<file path="src/rtl/decoder_pkg.sv">
// Shared definitions for the file decoder controller: state encoding and sizing defaults.
package decoder_pkg;

  localparam int ROUNDS_DEF  = 24;
  localparam int TIMEOUT_DEF = 1024;
  localparam int ITER_W      = 5;

  typedef enum logic [3:0] {
    S_IDLE,
    S_LOAD,
    S_RC,
    S_RE,
    S_PE,
    S_RO,
    S_CP,
    S_NEXT,
    S_STORE,
    S_DONE,
    S_ERR
  } state_e;

endpackage

</file>
<file path="src/rtl/decoder_watchdog.sv">
// Per-step cycle counter: cleared on step entry, flags the first cycle and the timeout cycle.
module decoder_watchdog #(
  parameter int TIMEOUT = 1024
) (
  input  logic clk_i,
  input  logic rst_ni,
  input  logic clear_i,
  input  logic enable_i,
  output logic expired_o,
  output logic first_o
);

  localparam int CNT_W = $clog2(TIMEOUT);

  logic [CNT_W-1:0] cnt_q, cnt_d;

  // Saturate at the timeout value so the counter can never wrap back to "first cycle".
  always_comb begin
    cnt_d = cnt_q;
    if (clear_i) begin
      cnt_d = '0;
    end else if (enable_i && !expired_o) begin
      cnt_d = cnt_q + CNT_W'(1);
    end
  end

  always_ff @(posedge clk_i or negedge rst_ni) begin
    if (!rst_ni) begin
      cnt_q <= '0;
    end else begin
      cnt_q <= cnt_d;
    end
  end

  assign expired_o = (cnt_q == CNT_W'(TIMEOUT - 1));
  assign first_o   = (cnt_q == '0);

endmodule

</file>
<file path="src/rtl/decoder_controller.sv">
// Sequences the inverse rounds of one file through the datapath sub-steps, with a per-step watchdog.
module decoder_controller
  import decoder_pkg::*;
#(
  parameter int ROUNDS  = ROUNDS_DEF,
  parameter int TIMEOUT = TIMEOUT_DEF
) (
  input  logic              clk,
  input  logic              rst,
  input  logic              start,
  input  logic [9:0]        file_index,
  output logic [9:0]        file_index_q,
  output logic              LD_start,
  output logic              RC_start,
  output logic              RE_start,
  output logic              PE_start,
  output logic              RO_start,
  output logic              CP_start,
  output logic              ST_start,
  input  logic              LD_finish,
  input  logic              RC_finish,
  input  logic              RE_finish,
  input  logic              PE_finish,
  input  logic              RO_finish,
  input  logic              CP_finish,
  input  logic              ST_finish,
  output logic [ITER_W-1:0] iteration,
  output logic              busy,
  output logic              finish,
  output logic              error
);

  state_e             state_q, state_d;
  logic [ITER_W-1:0]  iter_q, iter_d;
  logic [9:0]         file_index_d;
  logic               is_step, step_fin, wd_first, wd_expired;
  state_e             step_nxt;

  decoder_watchdog #(.TIMEOUT(TIMEOUT)) u_watchdog (
    .clk_i     (clk),
    .rst_ni    (rst),
    .clear_i   (!is_step || (state_d != state_q)),
    .enable_i  (is_step),
    .expired_o (wd_expired),
    .first_o   (wd_first)
  );

  always_comb begin
    is_step  = 1'b1;
    step_fin = 1'b0;
    step_nxt = state_q;
    case (state_q)
      S_LOAD:  begin step_fin = LD_finish; step_nxt = S_RC;    end
      S_RC:    begin step_fin = RC_finish; step_nxt = S_RE;    end
      S_RE:    begin step_fin = RE_finish; step_nxt = S_PE;    end
      S_PE:    begin step_fin = PE_finish; step_nxt = S_RO;    end
      S_RO:    begin step_fin = RO_finish; step_nxt = S_CP;    end
      S_CP:    begin step_fin = CP_finish; step_nxt = S_NEXT;  end
      S_STORE: begin step_fin = ST_finish; step_nxt = S_DONE;  end
      default: is_step = 1'b0;
    endcase
  end

  // A finish in the start-pulse cycle is ignored; a valid finish beats a coincident timeout.
  always_comb begin
    state_d      = state_q;
    iter_d       = iter_q;
    file_index_d = file_index_q;
    if (is_step) begin
      if (step_fin && !wd_first) begin
        state_d = step_nxt;
      end else if (wd_expired) begin
        state_d = S_ERR;
      end
    end else begin
      case (state_q)
        S_IDLE, S_ERR: begin
          if (start) begin
            file_index_d = file_index;
            iter_d       = ITER_W'(ROUNDS - 1);
            state_d      = S_LOAD;
          end
        end
        S_NEXT: begin
          if (iter_q == '0) begin
            state_d = S_STORE;
          end else begin
            iter_d  = iter_q - ITER_W'(1);
            state_d = S_RC;
          end
        end
        S_DONE:  state_d = S_IDLE;
        default: state_d = S_IDLE;
      endcase
    end
  end

  always_ff @(posedge clk or negedge rst) begin
    if (!rst) begin
      state_q      <= S_IDLE;
      iter_q       <= '0;
      file_index_q <= '0;
    end else begin
      state_q      <= state_d;
      iter_q       <= iter_d;
      file_index_q <= file_index_d;
    end
  end

  assign LD_start  = (state_q == S_LOAD)  && wd_first;
  assign RC_start  = (state_q == S_RC)    && wd_first;
  assign RE_start  = (state_q == S_RE)    && wd_first;
  assign PE_start  = (state_q == S_PE)    && wd_first;
  assign RO_start  = (state_q == S_RO)    && wd_first;
  assign CP_start  = (state_q == S_CP)    && wd_first;
  assign ST_start  = (state_q == S_STORE) && wd_first;
  assign iteration = iter_q;
  assign busy      = (state_q != S_IDLE) && (state_q != S_ERR);
  assign finish    = (state_q == S_DONE);
  assign error     = (state_q == S_ERR);

endmodule

</file>
<file path="config.mk">
export PLATFORM = sky130hd
export DESIGN_NAME = decoder_controller
export DESIGN_NICKNAME = d
export VERILOG_FILES = /design/src/rtl/decoder_pkg.sv /design/src/rtl/decoder_watchdog.sv /design/src/rtl/decoder_controller.sv
export SDC_FILE = /design/constraint.sdc
export NUM_CORES = 1
export LEC_CHECK = 0
export CAP_MARGIN = 0
export CELL_PAD_IN_SITES_DETAIL_PLACEMENT = 0
export CELL_PAD_IN_SITES_GLOBAL_PLACEMENT = 1
export CORE_UTILIZATION = 33
export DETAILED_ROUTE_END_ITERATION = 10
export GPL_TIMING_DRIVEN = 0
export PLACE_DENSITY = 0.81
export SLEW_MARGIN = 20
export SYNTH_ARGS = -nofsm -noshare
export SYNTH_HDL_FRONTEND = slang
export SYNTH_HIERARCHICAL = 1
export SYNTH_SLANG_ARGS = --single-unit
</file>
<file path="constraint.sdc">
create_clock -name clk -period 2.4 [get_ports clk]
set_clock_uncertainty 0.05 [all_clocks]
set_input_delay 0.48 -clock clk [delete_from_list [all_inputs] [get_ports clk]]
set_output_delay 0.48 -clock clk [all_outputs]
set_load 0.05 [all_outputs]
</file>
== Word-level counts from Yosys, hierarchy flattened ==
Cells that the tools add are included.

* Register bits: 29
* Word-level logic and storage cells: 60

* Add/sub/neg operators: 2
* Equality and inequality tests: 15
* Mux-type cells: 14
* Bitwise logic cells: 1
* Reduce and logical (&&, ||, !) cells: 24

{| class="wikitable"
|+ Operators with widths
! operator !! count
|-
| case mux 4 bit (7 select lines) || 1
|-
| two-way mux 10 bit || 2
|-
| two-way mux 4 bit || 5
|-
| == test 4 x 3 -> 1 bit (second input constant) || 4
|-
| == test 4 bit (second input constant) || 3
|-
| adder 10 x 1 -> 10 bit (second input constant) || 1
|-
| == test 10 bit (second input constant) || 1
|-
| logical AND 1 bit || 10
|-
| logical NOT 10 bit || 1
|-
| two-way mux 5 bit || 2
|-
| case mux 5 bit (2 select lines) || 1
|-
| == test 4 x 2 -> 1 bit (second input constant) || 2
|-
| case mux 4 bit (2 select lines) || 1
|-
| case mux 1 bit (7 select lines) || 1
|-
| OR reduction 7 bit || 1
|-
| logical NOT 5 bit || 1
|-
| subtractor 5 x 1 -> 5 bit (second input constant) || 1
|-
| == test 4 x 1 -> 1 bit (second input constant) || 1
|-
| logical NOT 4 bit || 1
|-
| != test 2 bit (second input constant) || 2
|-
| != test 4 bit || 1
|-
| != test 4 bit (second input constant) || 1
|-
| AND reduction 4 bit || 1
|-
| nonzero test 2 bit || 2
|-
| 7 further kinds || 9
|}

== Longest topological paths before layout ==
* Word-level depth: 8
* Depth in mapped cells: 11
* Depth with buffers taken out: 10

== Cells and area by module ==
Netlist, hierarchy kept.

{| class="wikitable"
|+ Modules (own cells, without submodules)
! module !! times used !! cells each !! area an instance (um^2)
|-
| decoder_controller || 1 || 144 || 1227.4
|-
| decoder_watchdog || 1 || 76 || 678.2
|}

== Worst setup path before layout ==
OpenSTA, ideal clock, no wires.

* Kind: register -> register
* Start point: register iter_q[0], in the netlist iteration[0]
* End point: register u_watchdog.cnt_q[1]
* Arrival: 2.542 ns
* Data required time: 2.222 ns
* Slack: -0.320 ns
* Cell stages (with the launch flop): 11
* Buffers on the path: 1
* Clock period less this slack: 2.720 ns
* Cell sequence: dfrtp_1 -> inv_1 -> ha_1 -> nor4b_2 -> a31oi_1 -> o22ai_2 -> o31ai_2 -> clkbuf_1 -> and3b_1 -> a22oi_1 -> nand3_1

* Word-level cells in the longest chain between the ends: 7
* Elaborated cells between the ends (all ways): 8

{| class="wikitable"
|+ Ends and longest elaborated chain
! element !! RTL line !! RTL
|-
| start, declared || decoder_controller.sv:34 || <nowiki>logic [ITER_W-1:0] iter_q, iter_d;</nowiki>
|-
| start signal, assigned || decoder_controller.sv:105 || <nowiki>iter_q <= iter_d;</nowiki>
|-
| logical NOT 5 bit * || decoder_controller.sv:85 || <nowiki>if (iter_q == '0) begin</nowiki>
|-
| two-way mux 4 bit * || decoder_controller.sv:85 ||
|-
| case mux 4 bit (2 select lines) * || decoder_controller.sv:76 || <nowiki>case (state_q)</nowiki>
|-
| two-way mux 4 bit * || decoder_controller.sv:69 || <nowiki>if (is_step) begin</nowiki>
|-
| != test 4 bit * || decoder_controller.sv:42 || <nowiki>.clear_i (!is_step || (state_d != state_q)),</nowiki>
|-
| logical OR 1 bit * || decoder_controller.sv:42 ||
|-
| two-way mux 10 bit / nonzero test 2 bit (equally long branches) || -- ||
|-
| end signal, assigned || decoder_watchdog.sv:31 || <nowiki>cnt_q <= cnt_d;</nowiki>
|-
| end, declared || decoder_watchdog.sv:15 || <nowiki>logic [CNT_W-1:0] cnt_q, cnt_d;</nowiki>
|}

Mark *: on every way between the ends. The rest lies on a longest branch, timed or not.
A chain may end at the register's enable or synchronous reset.

== Worst setup path in the final report ==
* Start point: register u_watchdog.cnt_q[2]
* End point: register u_watchdog.cnt_q[1]

* Word-level cells in the longest chain between the ends: 8
* Elaborated cells between the ends (all ways): 13

{| class="wikitable"
|+ Ends and longest elaborated chain
! element !! RTL line !! RTL
|-
| logical NOT 10 bit * || decoder_watchdog.sv:36 || <nowiki>assign first_o = (cnt_q == '0);</nowiki>
|-
| net wd_first || decoder_controller.sv:36 || <nowiki>logic is_step, step_fin, wd_first, wd_expired;</nowiki>
|-
| logical NOT 1 bit * || decoder_controller.sv:70 || <nowiki>if (step_fin && !wd_first) begin</nowiki>
|-
| logical AND 1 bit * || decoder_controller.sv:70 ||
|-
| two-way mux 4 bit * || decoder_controller.sv:70 ||
|-
| two-way mux 4 bit * || decoder_controller.sv:69 ||
|-
| != test 4 bit * || decoder_controller.sv:42 ||
|-
| logical OR 1 bit * || decoder_controller.sv:42 ||
|-
| two-way mux 10 bit / nonzero test 2 bit (equally long branches) || -- ||
|}

The timed path passes the listed nets; every way through them passes the cells marked *.

==> impl_metrics.yaml <==
worst_hold_path:
  holdCritPathClass: "in2async"
yosys:
  synth.distinct_cells: 53
  ys_ff_latch: 29
  yosysMostFrequentCell: "nand2_1"
  syn_inst: 220
  yosys.area_share.simple_pct: 31.2
  syn_area_per_cell_um2: 8.66
  yosys.area.top_type: "dfrtp_1"
  synth_top_family_by_area: "simple AND/OR/NAND/NOR gates"
  synth_nets: 244
  synthTopCellsByArea: "dfrtp_1 (38%), nand2_1 (7.9%), nor2_1 (3.7%), nor3_1 (2.9%), a21oi_1 (2.6%)"
  synth.top_cell.area_share_pct: 38.1
  synth_mux_area_share_pct: 1.97
  synth_edf_count: 0
  synth_ff_type: "dfrtp_1"
  synth-seq-area-share_pct: 38.1
  async_reset_ff_share_pct: 100
  ys_top_cells_by_count: "nand2_1 (40), dfrtp_1 (29), nor2_1 (19)"
  synthAdderAreaFrac_pct: 2.63
  synth_area_um2: 1910
  synth_compound_area_share_pct: 17.6
  yosys.area_share.xor_xnor_pct: 1.84
  ys_warn_count: 6
die:
  dieArea_um2: 6080
  initial_utilization_pct: 34.4
  core_um2: 5540
  die_w_um: 78.0
  die_height_um: 78.0
  num_rows: 27
  io_pins: 45
placement:
  finalWeightedCongestion: 0.836
  place_area_um2: 2460
  dp_hpwl_um: 3420
  portBuffers: 44
finish:
  syn2layout_area_growth_pct: 51.5
  nets: 318
  antenna_cells: 0
  final_area_um2: 2890
  final_util_pct: 52.1
  layout-drive-gt1-share_pct: 32.5
route:
  drt_wl_total_um: 5280
  via_per_inst: 5.17
  dr_total_vias: 1896
  drtPass1Iterations: 4
  drt_first_iter_violations: 135
  routedWlPerCell_um: 14.4
  drtAntennaViolNets: 0
  drcViolationCount: 0
setup_path:
  endpoint: "u_watchdog/cnt_q[1]"
  critPathMaxFanout: 7
  cp.arrival_ns: 2.68
  ff2ff_path_depth: 10
  r2r-end: "u_watchdog/cnt_q[1]"
  crit_path_end_kind: "flop"
  cp-startpoint: "u_watchdog/cnt_q[2]"
  timing.reg2reg.setup_slack_ns: -0.18
  required_ns: 2.50
  criticalPathCategory: "reg2reg"
  critPathLaunchType: "flop"
  r2r-start: "u_watchdog/cnt_q[2]"
grt:
  grt_pass1_vias: 1726
  grt_pass1_wl_um: 8490
  grtUsageTotal_pct: 17.7
  antenna_found_initial: 0
  grt_overflow_total: 0
  grt_max_degree: 30
clock_tree:
  cts_max_path_buffers: 2
  holdBufCountCts: 0
  path_clk_slew_ns: 0.07
  htreeDepth: 2
  clock_latency_ns: 0.28
  cts_tree: "done"
  cts-root-buf: "clkbuf_8"
  cts_made_buffers: 5
  cts_sinks: 29
power_and_ir_drop:
  ir_worst_vdd_v: 0.000531
  intPower_mw: 1.74
  combinationalPowerShare_pct: 66.5
  p_leak_nw: 1.27
  sw_frac_of_total_pct: 47.2
  p_sw_mw: 1.56
  p_clk_share_pct: 11.8
  powerDensity_nw_per_um2: 1140
  p_seq_share_pct: 21.7
timing:
  max_slew_margin_pct: 53.5
  setup_viol: 9
  maxSlewViolCount: 0
  worst_pin_slew_ns: 0.698
  period_needed_ns: 2.58
  hold_ws_ns: 0.191
  rsz0062_at_grt: "true"
  period_share_pct: 108
  fin_ws_ns: -0.181
  tns_ns: -0.898
  fmax_mhz: 387
  finalHoldViolCount: 0
flow_run:
  max-cap-violations: 0
status:
  status: "complete, but fails checks"
  violations: "negative setup slack"
==> metal layers <==
layer | routed length (um) | GRT usage, %
met3 | 247 | 3.88
met2 | 2530 | 27.7
met1 | 2450 | 24.3
met4 | 53 | 5.00
met5 | 0 | 0
==> kinds of logic (layout without fill, tap and decap cells) <==
| logic type | count (synthesis) | in the layout |
|---|---|---|
| DFF | 29 | 29 |
| muxes | 3 | 3 |
| AOI/OAI and AO/OA | 43 | 43 |
| and+or+nand+nor | 111 | 111 |
| adders and majority gates | 4 | 4 |
| buffers and inverters | 26 | 101 |
| xor gates and xnor gates | 4 | 4 |
==> registers in the layout (all words and copies together), names as in the netlist <==
signal	flops
file_index_q	10
u_watchdog/cnt_q	10
iteration	5
state_q	4
==> worst max-delay path, cell delays in order (launching register included) <==
cell,delay [ns]
dfrtp_2,0.45
nor4_1,0.33
and4_2,0.33
inv_1,0.09
o311a_4,0.15
a21boi_4,0.15
o31ai_4,0.25
clkbuf_8,0.21
and3b_1,0.18
a22oi_1,0.16
nand3_1,0.09
==> power groups by stage <==
stage               Combinational [mW]  Sequential, mW  Clock (mW)
global placement                  1.65           0.711           0
detailed placement                1.66           0.714           0
CTS                               1.93           0.710       0.407
global route                      2.36           0.735       0.428
floorplan                        0.928           0.971           0
finish                            2.20           0.716       0.391
==> stage by stage <==
| stage | instances | setup WS, ns | power [mW] |
|---|---|---|---|
| after global routing | 367 | -0.311 | 3.52 |
| after global placement | 336 | -0.681 | 2.36 |
| after detailed placement | 336 | -0.713 | 2.38 |
| after CTS | 354 | -0.214 | 3.05 |
| final | 367 | -0.181 | 3.30 |
| after floorplan | 220 | -0.0827 | 1.90 |
==> layout by cell type, fill, tap and decap left out, drive strengths merged, types with 2 or more instances in the layout <==
cell type,count
xor2,2
a21o,3
inv,13
dfrtp,29
nor2,19
clkbuf,12
nor4b,4
nor3,11
nand3,9
nand2,41
dlygate4sd2,3
a22oi,2
clkinv,2
and3,3
ha,4
nand2b,2
mux2,3
buf,38
nor2b,4
o21ai,6
and4,2
xnor2,2
nand4,4
nand4b,2
a211oi,4
a21oi,10
and2,2
nor4,2
o311ai,2
o41ai,2
nand4bb,2
a31oi,2
clkdlybuf4s50,31
o21a,2
==> final cells by class <==
| type | instances | area, um2 |
|---|---|---|
| flip-flops and latches | 29 | 737 |
| inverters | 13 | 51.3 |
| well taps | 72 | 90.1 |
| clock inverters | 3 | 17.5 |
| multi-input cells | 165 | 1230 |
| plain buffers | 13 | 104 |
| clock buffers | 5 | 68.8 |
| repair buffers | 67 | 589 |
| fillers | 540 | 2650 |
==> timing repair <==
item                                    in CTS  in global routing
pin swaps                                    8                  9
gates cloned                                 1                  1
endpoints found under the setup margin      20                 20
buffers inserted                             9                 13
gates resized for setup                     67                 37
==> worst min-delay path by stage <==
stage                          from              end  slack [ns]  depth (start not counted)
floorplan                       rst  file_index_q[0]        0.13                          0
global placement    file_index_q[1]  file_index_q[1]        0.41                          2
detailed placement  file_index_q[1]  file_index_q[1]        0.42                          2
CTS                             rst  file_index_q[1]        0.20                          1
global route                    rst  file_index_q[1]        0.24                          1
finish                          rst  file_index_q[1]        0.19                          1
No activity file was read; power rests on OpenSTA's default activity.
